`src/rtl/ones_frame_gen.sv`:
```
// Serial thermometer-frame generator: takes a ones count K and emits an N-bit
// frame with min(K,N) ones packed LSB-first, then presents it as a parallel word.
module ones_frame_gen #(
  parameter int N  = 8,
  parameter int CW = 4
) (
  input  logic          clk_i,
  input  logic          rst_i,
  input  logic          in_valid_i,
  input  logic [CW-1:0] in_count_i,
  output logic          in_ready_o,
  output logic          ser_out_o,
  output logic          ser_valid_o,
  input  logic          ser_ready_i,
  output logic          ser_first_o,
  output logic          ser_last_o,
  output logic [N-1:0]  par_out_o,
  output logic          par_valid_o,
  output logic          sat_o
);

  localparam int IW = $clog2(N);
  localparam logic [CW:0]   N_W    = (CW+1)'(N);
  localparam logic [IW-1:0] IDX_LAST = IW'(N-1);

  typedef enum logic [1:0] {IDLE, SEND, DONE} state_t;

  state_t        state_q, state_d;
  logic [CW:0]   keff_q, keff_d;
  logic          sat_q, sat_d;
  logic [IW-1:0] idx_q, idx_d;
  logic [N-1:0]  asm_q, asm_d;
  logic [N-1:0]  par_q, par_d;

  logic [CW:0]   idx_ext;
  logic [CW:0]   cnt_ext;
  logic          over;
  logic          cur_bit;

  // Compare in CW+1 bits so K near 2^CW never wraps against N or the index.
  assign idx_ext = (CW+1)'(idx_q);
  assign cnt_ext = {1'b0, in_count_i};
  assign over    = cnt_ext > N_W;
  assign cur_bit = idx_ext < keff_q;

  always_comb begin
    state_d     = state_q;
    keff_d      = keff_q;
    sat_d       = sat_q;
    idx_d       = idx_q;
    asm_d       = asm_q;
    par_d       = par_q;
    in_ready_o  = 1'b0;
    ser_valid_o = 1'b0;
    ser_out_o   = 1'b0;
    ser_first_o = 1'b0;
    ser_last_o  = 1'b0;
    par_valid_o = 1'b0;
    case (state_q)
      IDLE: begin
        in_ready_o = 1'b1;
        if (in_valid_i) begin
          keff_d  = over ? N_W : cnt_ext;
          sat_d   = over;
          idx_d   = '0;
          asm_d   = '0;
          state_d = SEND;
        end
      end
      SEND: begin
        ser_valid_o = 1'b1;
        ser_out_o   = cur_bit;
        ser_first_o = (idx_q == '0);
        ser_last_o  = (idx_q == IDX_LAST);
        if (ser_ready_i) begin
          asm_d[idx_q] = cur_bit;
          if (idx_q == IDX_LAST) begin
            // Publish on the DONE cycle so par_out and par_valid line up.
            par_d   = asm_d;
            state_d = DONE;
          end else begin
            idx_d = idx_q + 1'b1;
          end
        end
      end
      DONE: begin
        par_valid_o = 1'b1;
        state_d     = IDLE;
      end
      default: state_d = IDLE;
    endcase
  end

  always_ff @(posedge clk_i) begin
    if (rst_i) begin
      state_q <= IDLE;
      keff_q  <= '0;
      sat_q   <= 1'b0;
      idx_q   <= '0;
      asm_q   <= '0;
      par_q   <= '0;
    end else begin
      state_q <= state_d;
      keff_q  <= keff_d;
      sat_q   <= sat_d;
      idx_q   <= idx_d;
      asm_q   <= asm_d;
      par_q   <= par_d;
    end
  end

  assign par_out_o = par_q;
  assign sat_o     = sat_q;

endmodule

```
`config.mk`:
```
export PLATFORM = sky130hd
export DESIGN_NAME = ones_frame_gen
export DESIGN_NICKNAME = d
export VERILOG_FILES = /design/src/rtl/ones_frame_gen.sv
export SDC_FILE = /design/constraint.sdc
export NUM_CORES = 1
export LEC_CHECK = 0
export CORE_AREA = 2 2 54 66
export DETAILED_ROUTE_END_ITERATION = 16
export DIE_AREA = 0 0 56 68
export PLACE_DENSITY = 0.71
export SYNTH_ARGS = -nofsm -noshare
export SYNTH_HDL_FRONTEND = slang
export SYNTH_SLANG_ARGS = --single-unit
```
`constraint.sdc`:
```
create_clock -name clk_i -period 1.5 [get_ports clk_i]
set_clock_uncertainty 0.05 [all_clocks]
set_input_delay 0.15 -clock clk_i [delete_from_list [all_inputs] [get_ports clk_i]]
set_output_delay 0.15 -clock clk_i [all_outputs]
set_load 0.02 [all_outputs]
```
---- Word-level counts from Yosys, hierarchy flattened ----
Cells that the tools add are included.
storage, ports and cells
  bits in latches ......................... 0
  logic and storage cells ................. 48
  memory bits (writable) .................. 0
  output and inout port bits .............. 15
  bits in read-only memories .............. 0
  input port bits ......................... 8
  register bits ........................... 27
  memories ................................ 0
cells by class
  div/mod/pow operators ................... 0
  eq/ne operators ......................... 7
  reduce and logical (&&, ||, !) cells .... 9
  muxes and demuxes ....................... 21
  add/sub/neg operators ................... 1
  bitwise operators ....................... 0
  shift-type cells ........................ 0
  $lt $le $gt $ge ......................... 4
  multiply operators ...................... 0
operators with widths
  kind                                                                                 number
  8-bit two-way mux                                                                    2
  8-bit case mux with 2 select lines                                                   1
  3-bit two-way mux                                                                    3
  3-bit AND reduction                                                                  3
  8-bit bitwise mux                                                                    1
  2-bit != test, second input constant                                                 4
  1-bit two-way mux                                                                    7
  2-bit two-way mux                                                                    3
  3-bit case mux with 2 select lines                                                   1
  3-bit by 5-bit less-than comparator with 1-bit output                                1
  4-bit > comparator, second input constant                                            1
  3-bit by 4-bit less-than comparator with 1-bit output, second input constant         1
  4-bit two-way mux                                                                    1
  2-bit case mux with 2 select lines                                                   1
  4-bit AND reduction                                                                  1
  3-bit by 1-bit adder with 3-bit output, second input constant                        1
  1-bit demux with 3-bit select                                                        1
  3-bit equality test, second input constant                                           1
  3-bit by 1-bit greater-or-equal comparator with 1-bit output, second input constant  1
  3-bit logical NOT                                                                    1
  2-bit by 1-bit equality test with 1-bit output, second input constant                1
  2-bit equality test, second input constant                                           1
  2-bit logical NOT                                                                    1
  2-bit AND reduction                                                                  1
  other kinds (2)                                                                      2

---- Longest topological paths before layout ----
Gate-level depths: netlist (run 1).
  depth after elaboration ................. 7
  gate-level depth with buffers ........... 6
  gate-level depth less buffers ........... 6

---- Least setup slack after synthesis (run 1) ----
OpenSTA, ideal clock, no wires.
  kind .................................... reg-to-output
  start ................................... reg idx_q[2]
  end ..................................... out ser_out_o
  path slack .............................. -0.081 ns
  arrival time ............................ 1.381 ns
  data required time ...................... 1.300 ns
  stages on the path, launching flop included .. 5
  buffers on the path ..................... 0
  path through ............................ dfxtp_1 > ha_1 > a21oi_1 > o21ai_2 > a21oi_1
on the way
  word-level cells in the longest chain between the ends .. 2
ends and longest elaborated chain
  item                                                   line  source
  start: declaration                                     31    logic [IW-1:0] idx_q, idx_d;
  start signal: assignment                               106   idx_q <= idx_d;
  3-bit by 5-bit less-than comparator with 1-bit output  44    assign cur_bit = idx_ext < keff_q;
  1-bit two-way mux                                      59    case (state_q)
  end: declaration                                       12    output logic ser_out_o,
No other way between the ends.

---- Final worst setup path (run 1) ----
  start ................................... reg idx_q[0]
  end ..................................... reg idx_q[1]
on the way
  word-level cells in the longest chain between the ends .. 4
  elaborated cells between the ends (all ways) .. 7
  classes of those cells .................. 1 x add/sub; 2 x eq/ne; 3 x mux; 1 x reduce/logical
ends and longest elaborated chain
  item                                    line  source
  3-bit by 1-bit adder with 3-bit output  82    idx_d = idx_q + 1'b1;
  3-bit two-way mux                       77    if (idx_q == IDX_LAST) begin
  3-bit two-way mux                       75    if (ser_ready_i) begin
  3-bit case mux with 2 select lines      59
Parallel ways exist; a longest one is shown, timed or not. The select of a mux whose other input is x is not followed.
A chain may end at the register's enable or synchronous reset.

==> results of run 1 <==
[power groups by stage]
| stage | clock network (W) | logic, W | registers (W) |
|---|---|---|---|
| CTS | 0.000467 | 0.000260 | 0.000708 |
| global route | 0.000511 | 0.000300 | 0.000707 |
| finish | 0.000460 | 0.000280 | 0.000705 |
| floorplan | 0 | 0.000121 | 0.000726 |
| global placement | 0 | 0.000224 | 0.000724 |
| detailed placement | 0 | 0.000232 | 0.000725 |
[layout make-up]
| cell class | count | area share [%] |
|---|---|---|
| Timing Repair Buffer | 51 | 23.03 |
| Sequential cell | 26 | 26.08 |
| Clock buffer | 4 | 2.688 |
| Tap cell | 37 | 2.260 |
| Inverter | 7 | 1.283 |
| Multi-Input combinational cell | 115 | 44.65 |
[flip-flops by register name, summed over array words and instances, names as in the netlist]
signal / count
asm_q: 8
state_q: 2
idx_q: 3
sat_o: 1
keff_q: 4
par_out_o: 8
[metal layers]
| layer | vias to the layer above | track usage [%] |
|---|---|---|
| met3 | 10 | 3.025 |
| met5 | - | 0 |
| met1 | 649 | 21.89 |
| met4 | 0 | 8.333 |
| li1 | 652 | - |
| met2 | 33 | 37.79 |
[worst max-delay path, cell delays in order (launching register included)]
cell and delay, ps:
dfxtp_4 370, ha_2 200, ha_4 160, nand3b_1 160, a21oi_2 260, buf_4 160
nand4b_1 80, o31ai_1 70
[kinds of logic (layout without fill, tap and decap cells)]
logic type      Yosys count  count (layout)  share of synthesized area, %
simple gates             63              63                         26.61
compound gates           45              45                         24.41
flops                    26              26                         38.17
buf+inv                  13              62                         4.403
fa+ha+maj                 5               5                         4.587
mux                       2               2                         1.835
[Yosys cell counts, types with 3 or more instances]
library cell / count
a32o_1: 4
o21ai_1: 15
dfxtp_1: 26
ha_1: 5
nor3b_1: 4
nand2_1: 12
o41ai_2: 3
a21oi_1: 10
nor2_1: 15
nand2b_1: 6
inv_1: 7
buf_2: 3
nand3b_1: 7
nor2b_1: 5
[layout by cell type, fill, tap and decap left out, types with 3 or more instances in the layout]
master,instances
inv_1,4
nand3b_1,7
nor2_1,14
o21ai_2,5
buf_4,23
o21ai_1,11
dfxtp_1,21
clkbuf_8,4
a21oi_1,6
buf_6,7
clkdlybuf4s50_1,16
inv_2,3
nand2b_1,6
a32o_1,4
a21oi_2,5
nor2b_1,5
ha_4,4
dfxtp_4,3
nand2_1,11
[path summary, 6_finish.rpt]
kind	from	endpoint	slack, ps	depth (start not counted)
setup / recovery	idx_q[0]	idx_q[1]	-100	7
hold / removal	sat_o	sat_o	400	2
setup reg to reg	idx_q[0]	idx_q[1]	-100	7
hold reg to reg	sat_o	sat_o	400	2
[through the flow]
step                std cells  TNS (ps)  setup WS [ps]
floorplan                 154    -1.867         -1.867
global placement          229     -1984         -335.1
detailed placement        229     -3015         -386.3
CTS                       240     -1165         -110.5
global route              240     -2589         -191.3
finish                    240     -1148         -104.8
[repair_timing]
item                                    CTS  global route
hold buffers                              0             0
resized for setup                        45            22
endpoints found under the setup margin   25            24
setup buffers                             7             0
pin swaps                                11            13
==> flow_metrics.py, run 1 <==
metrics = {
    "sta": {
        "max_freq_mhz": 623.1,
        "relSlewSlack_pct": 74.32,
        "tightest_slew_ps": 384.4,
        "setup_viol": 19,
        "fin_crit_ps": 1605,
        "slew_viol_final": 0,
        "rsz0062_at_grt": "true",
        "finalHoldViolations": 0,
        "hold-worst-slack_ps": 404.8,
        "layout_setup_ws_ps": -104.8,
        "layout_worst_path_cycle_share_pct": 107.0,
    },
    "power": {
        "pwr-share-seq_pct": 48.8,
        "intPower_w": 0.001070,
        "power_frac_comb_pct": 19.4,
        "switching_power_w": 0.0003750,
        "finalPower_w": 0.001445,
        "pwr-share-clk_pct": 31.8,
        "ir_worst_vdd_mv": 0.3639,
        "powerDensity_mw_per_mm2": 705.5,
        "p_leak_nw": 0.8074,
        "switching_share_pct": 25.95,
    },
    "clock_network": {
        "tritoncts": "done",
        "clock_sinks": 26,
        "clock_latency_ps": 270,
        "cts-root-buf": "clkbuf_8",
        "clkTransAtPathRegs_ps": 100,
        "max-clock-path-buffers": 2,
        "numCtsBuffers": 3,
        "htreeDepth": 1,
    },
    "setup_path": {
        "critPathKind": "reg2reg",
        "critPathRequiredTime_ps": 1630,
        "cp-end-kind": "register",
        "startpoint_type": "register",
        "crit_arrival_ps": 1730,
        "path_max_fanout": 4,
    },
    "global_routing": {
        "antenna_found_initial": 0,
        "grt_overflow": 0,
        "grt_pass1_wl_mm": 5.892,
        "grt_usage_pct": 19.77,
        "grt_max_degree": 18,
        "grt_pass1_vias": 1299,
    },
    "cells_and_area": {
        "nets": 217,
        "multi_input_area_um2": 914.6,
        "post-route-util_pct": 63.55,
        "regArea_um2": 534.3,
        "num_antenna_cells": 0,
        "drive_gt1_share_pct": 37.93,
        "final_area_mm2": 0.002048,
        "syn2layout_area_growth_pct": 50.18,
        "fillCellCount": 262,
    },
    "drt": {
        "wl_met2_mm": 2.017,
        "met1_length_mm": 1.474,
        "vias_per_cell": 5.600,
        "topRoutingLayerUsed": "met4",
        "drt-initial-drc-count": 52,
        "dr_total_vias": 1344,
        "drc_errors": 0,
        "wl_mm": 3.713,
        "drt-pass1-iter-count": 4,
        "final_antenna_net_count": 0,
        "wire_per_inst_um": 15.47,
        "met3_length_um": 122,
    },
    "place": {
        "hpwl_mm": 2.571,
        "gp_congestion": 0.7846,
        "placed_area_mm2": 0.001779,
        "port_buffers": 22,
    },
    "floorplan": {
        "die_h_um": 68,
        "fp.dieW_um": 56,
        "rows": 23,
        "die_area_mm2": 0.003808,
        "start_util_pct": 42.31,
        "core_mm2": 0.003223,
        "ios": 23,
    },
    "yosys": {
        "synthCells": 154,
        "synth-edff-count": 0,
        "synth_seq_area_share_pct": 38.17,
        "synthFlopType": "dfxtp_1",
        "avgSynthCellArea_um2": 8.856,
        "syn_nets": 167,
        "netlist_top_cells_area": "dfxtp_1 38%, o21ai_1 5.5%, ha_1 4.6%, nor2_1 4.1%, nand3b_1 3.9%",
        "synth-seq-cells": 26,
        "synth_cell_types": 40,
        "async_reset_ff_share_pct": 0,
        "synth_area_mm2": 0.001364,
        "synth_top_area_share_pct": 38.17,
        "yosys_warnings": 0,
        "post-synth-top-area-cell": "dfxtp_1",
    },
    "outcome": {
        "failed_checks": "negative setup slack",
        "outcome": "complete, but fails checks",
    },
    "run": {
        "maxCapViolCount": 0,
    },
    "worst_hold_path": {
        "hp-class": "reg2reg",
    },
}
(Power assumes the default switching activity.)
==> run 2, diff against run 1 <==
CTS_CLUSTER_SIZE = 10   (was not set)
REMOVE_ABC_BUFFERS = 1   (was not set)
==> flow_metrics.py, run 2 (synthesized netlist as in run 1, its figures left out) <==
metrics = {
    "cells_and_area": {
        "final_cell_mix": "27 x buf_4, 21 x dfxtp_1, 16 x clkdlybuf4s50_1",
        "num_antenna_cells": 0,
        "final_common_cell": "buf_4",
        "syn2layout_area_growth_pct": 50.09,
        "regArea_um2": 531.8,
        "nets": 218,
        "fillCellCount": 259,
        "drive_gt1_share_pct": 38.73,
        "finalNonFillerCells": 241,
        "multi_input_area_um2": 935.9,
    },
    "floorplan": {
        "rows": 23,
        "die_area_mm2": 0.003808,
        "die_h_um": 68,
        "start_util_pct": 42.31,
        "core_mm2": 0.003223,
        "ios": 23,
        "fp.dieW_um": 56,
    },
    "run": {
        "maxCapViolCount": 0,
    },
    "drt": {
        "dr_total_vias": 1344,
        "drt-initial-drc-count": 44,
        "drc_errors": 0,
        "wire_per_inst_um": 15.21,
        "wl_mm": 3.666,
        "final_antenna_net_count": 0,
        "drt-pass1-iter-count": 4,
        "vias_per_cell": 5.577,
    },
    "setup_path": {
        "worstSetupStartpoint": "idx_q[2]",
        "cp_slowest_cell": "dfxtp_2",
        "path_common_cell": "buf_6",
        "cp-end-kind": "register",
        "cpPeakStageDelay_ps": 350,
        "path_buf_inv": 2,
        "crit_arrival_ps": 1750,
        "crit_chain": "ha_4, a21oi_2, o21ai_2, buf_6, a21o_4, buf_6, o41ai_4",
        "critPathKind": "reg2reg",
        "startpoint_type": "register",
        "timing.rr.start": "idx_q[2]",
        "critPathRequiredTime_ps": 1630,
        "path_max_fanout": 4,
        "cp_top_family": "compound AO/OA/AOI/OAI gates",
    },
    "worst_hold_path": {
        "hp-class": "reg2reg",
        "holdCritStartpoint": "keff_q[0]",
    },
    "clock_network": {
        "htreeDepth": 1,
        "max-clock-path-buffers": 2,
        "cts_hold_buffers": 0,
        "cts-root-buf": "clkbuf_8",
        "numCtsBuffers": 3,
        "clock_latency_ps": 270,
        "clock_sinks": 26,
        "clkTransAtPathRegs_ps": 90,
        "tritoncts": "done",
    },
    "place": {
        "port_buffers": 22,
        "placed_cells": 230,
        "gp_congestion": 0.7743,
        "hpwl_mm": 2.563,
    },
    "sta": {
        "relSlewSlack_pct": 73.06,
        "fin_crit_ps": 1615,
        "finalHoldViolations": 0,
        "layout_setup_ws_ps": -115.0,
        "rsz0062_at_grt": "true",
        "max_freq_mhz": 619.2,
        "tightest_slew_ps": 403.3,
        "layout_worst_path_cycle_share_pct": 107.7,
        "setup_viol": 17,
        "slew_viol_final": 0,
        "fin_setup_tns_ps": -1020,
    },
    "outcome": {
        "failed_checks": "negative setup slack",
        "outcome": "complete, but fails checks",
    },
    "global_routing": {
        "use_met1_pct": 21.00,
        "use_met2_pct": 42.79,
        "gr-max-usage-layer": "met2",
        "antenna_found_initial": 0,
        "grt_usage_pct": 20.83,
        "grt_overflow": 0,
        "grt_pass1_wl_mm": 6.251,
        "grt_max_degree": 17,
        "grt_pass1_vias": 1405,
        "grtUsageMet3_pct": 4.915,
    },
    "power": {
        "p_leak_nw": 0.8063,
        "finalPower_w": 0.001430,
        "powerDensity_mw_per_mm2": 698.7,
        "ir_worst_vdd_mv": 0.5770,
    },
}
-- run 2: per-layer routing --
metal	up-vias	wire length [um]
met5	-	0
met1	651	1426
li1	654	-
met4	0	41
met3	4	187
met2	35	2010
-- run 2: final timing paths --
check | to | slack [ps] | depth (start not counted)
setup reg to reg | asm_q[2] | -120 | 7
hold / removal | keff_q[0] | 410 | 2
setup / recovery | asm_q[2] | -120 | 7
hold reg to reg | keff_q[0] | 410 | 2
-- run 2: worst min-delay path: cells and delay by family, from the launching register on --
| family | cells | cell delay, ps |
|---|---|---|
| flops | 1 | 320 |
| compound gates | 1 | 50 |
| simple gates | 1 | 50 |
-- run 2: report_power, final --
| part | internal [W] | switching (W) |
|---|---|---|
| Combinational | 0.000125 | 0.000139 |
| Sequential | 0.000699 | 0.00000876 |
| Clock | 0.000235 | 0.000222 |
| Total | 0.00106 | 0.000371 |
-- run 2: timing repair --
item	in CTS	in global routing
setup endpoints to repair	25	24
pin swaps	19	4
resized for setup	51	17
buffers inserted	7	0
-- run 2: area by class of cell --
type,count,share of cell area (%)
Clock buffer,4,2.689
Inverter,7,1.406
Multi-Input combinational cell,115,45.72
Sequential cell,26,25.98
Tap cell,37,2.262
Timing Repair Buffer,52,21.94
-- run 2: metrics by stage --
step | setup WS (ps) | util [%] | hold WS [ps] | instance area (um^2)
CTS | -103.2 | 61.53 | 405.9 | 1983
detailed placement | -445.7 | 54.89 | 392.0 | 1769
finish | -115.0 | 63.51 | 408.2 | 2047
floorplan | -322.6 | - | 169.1 | 1330
global placement | -392.5 | 54.89 | 390.6 | 1769
global route | -186.3 | 63.51 | 435.9 | 2047
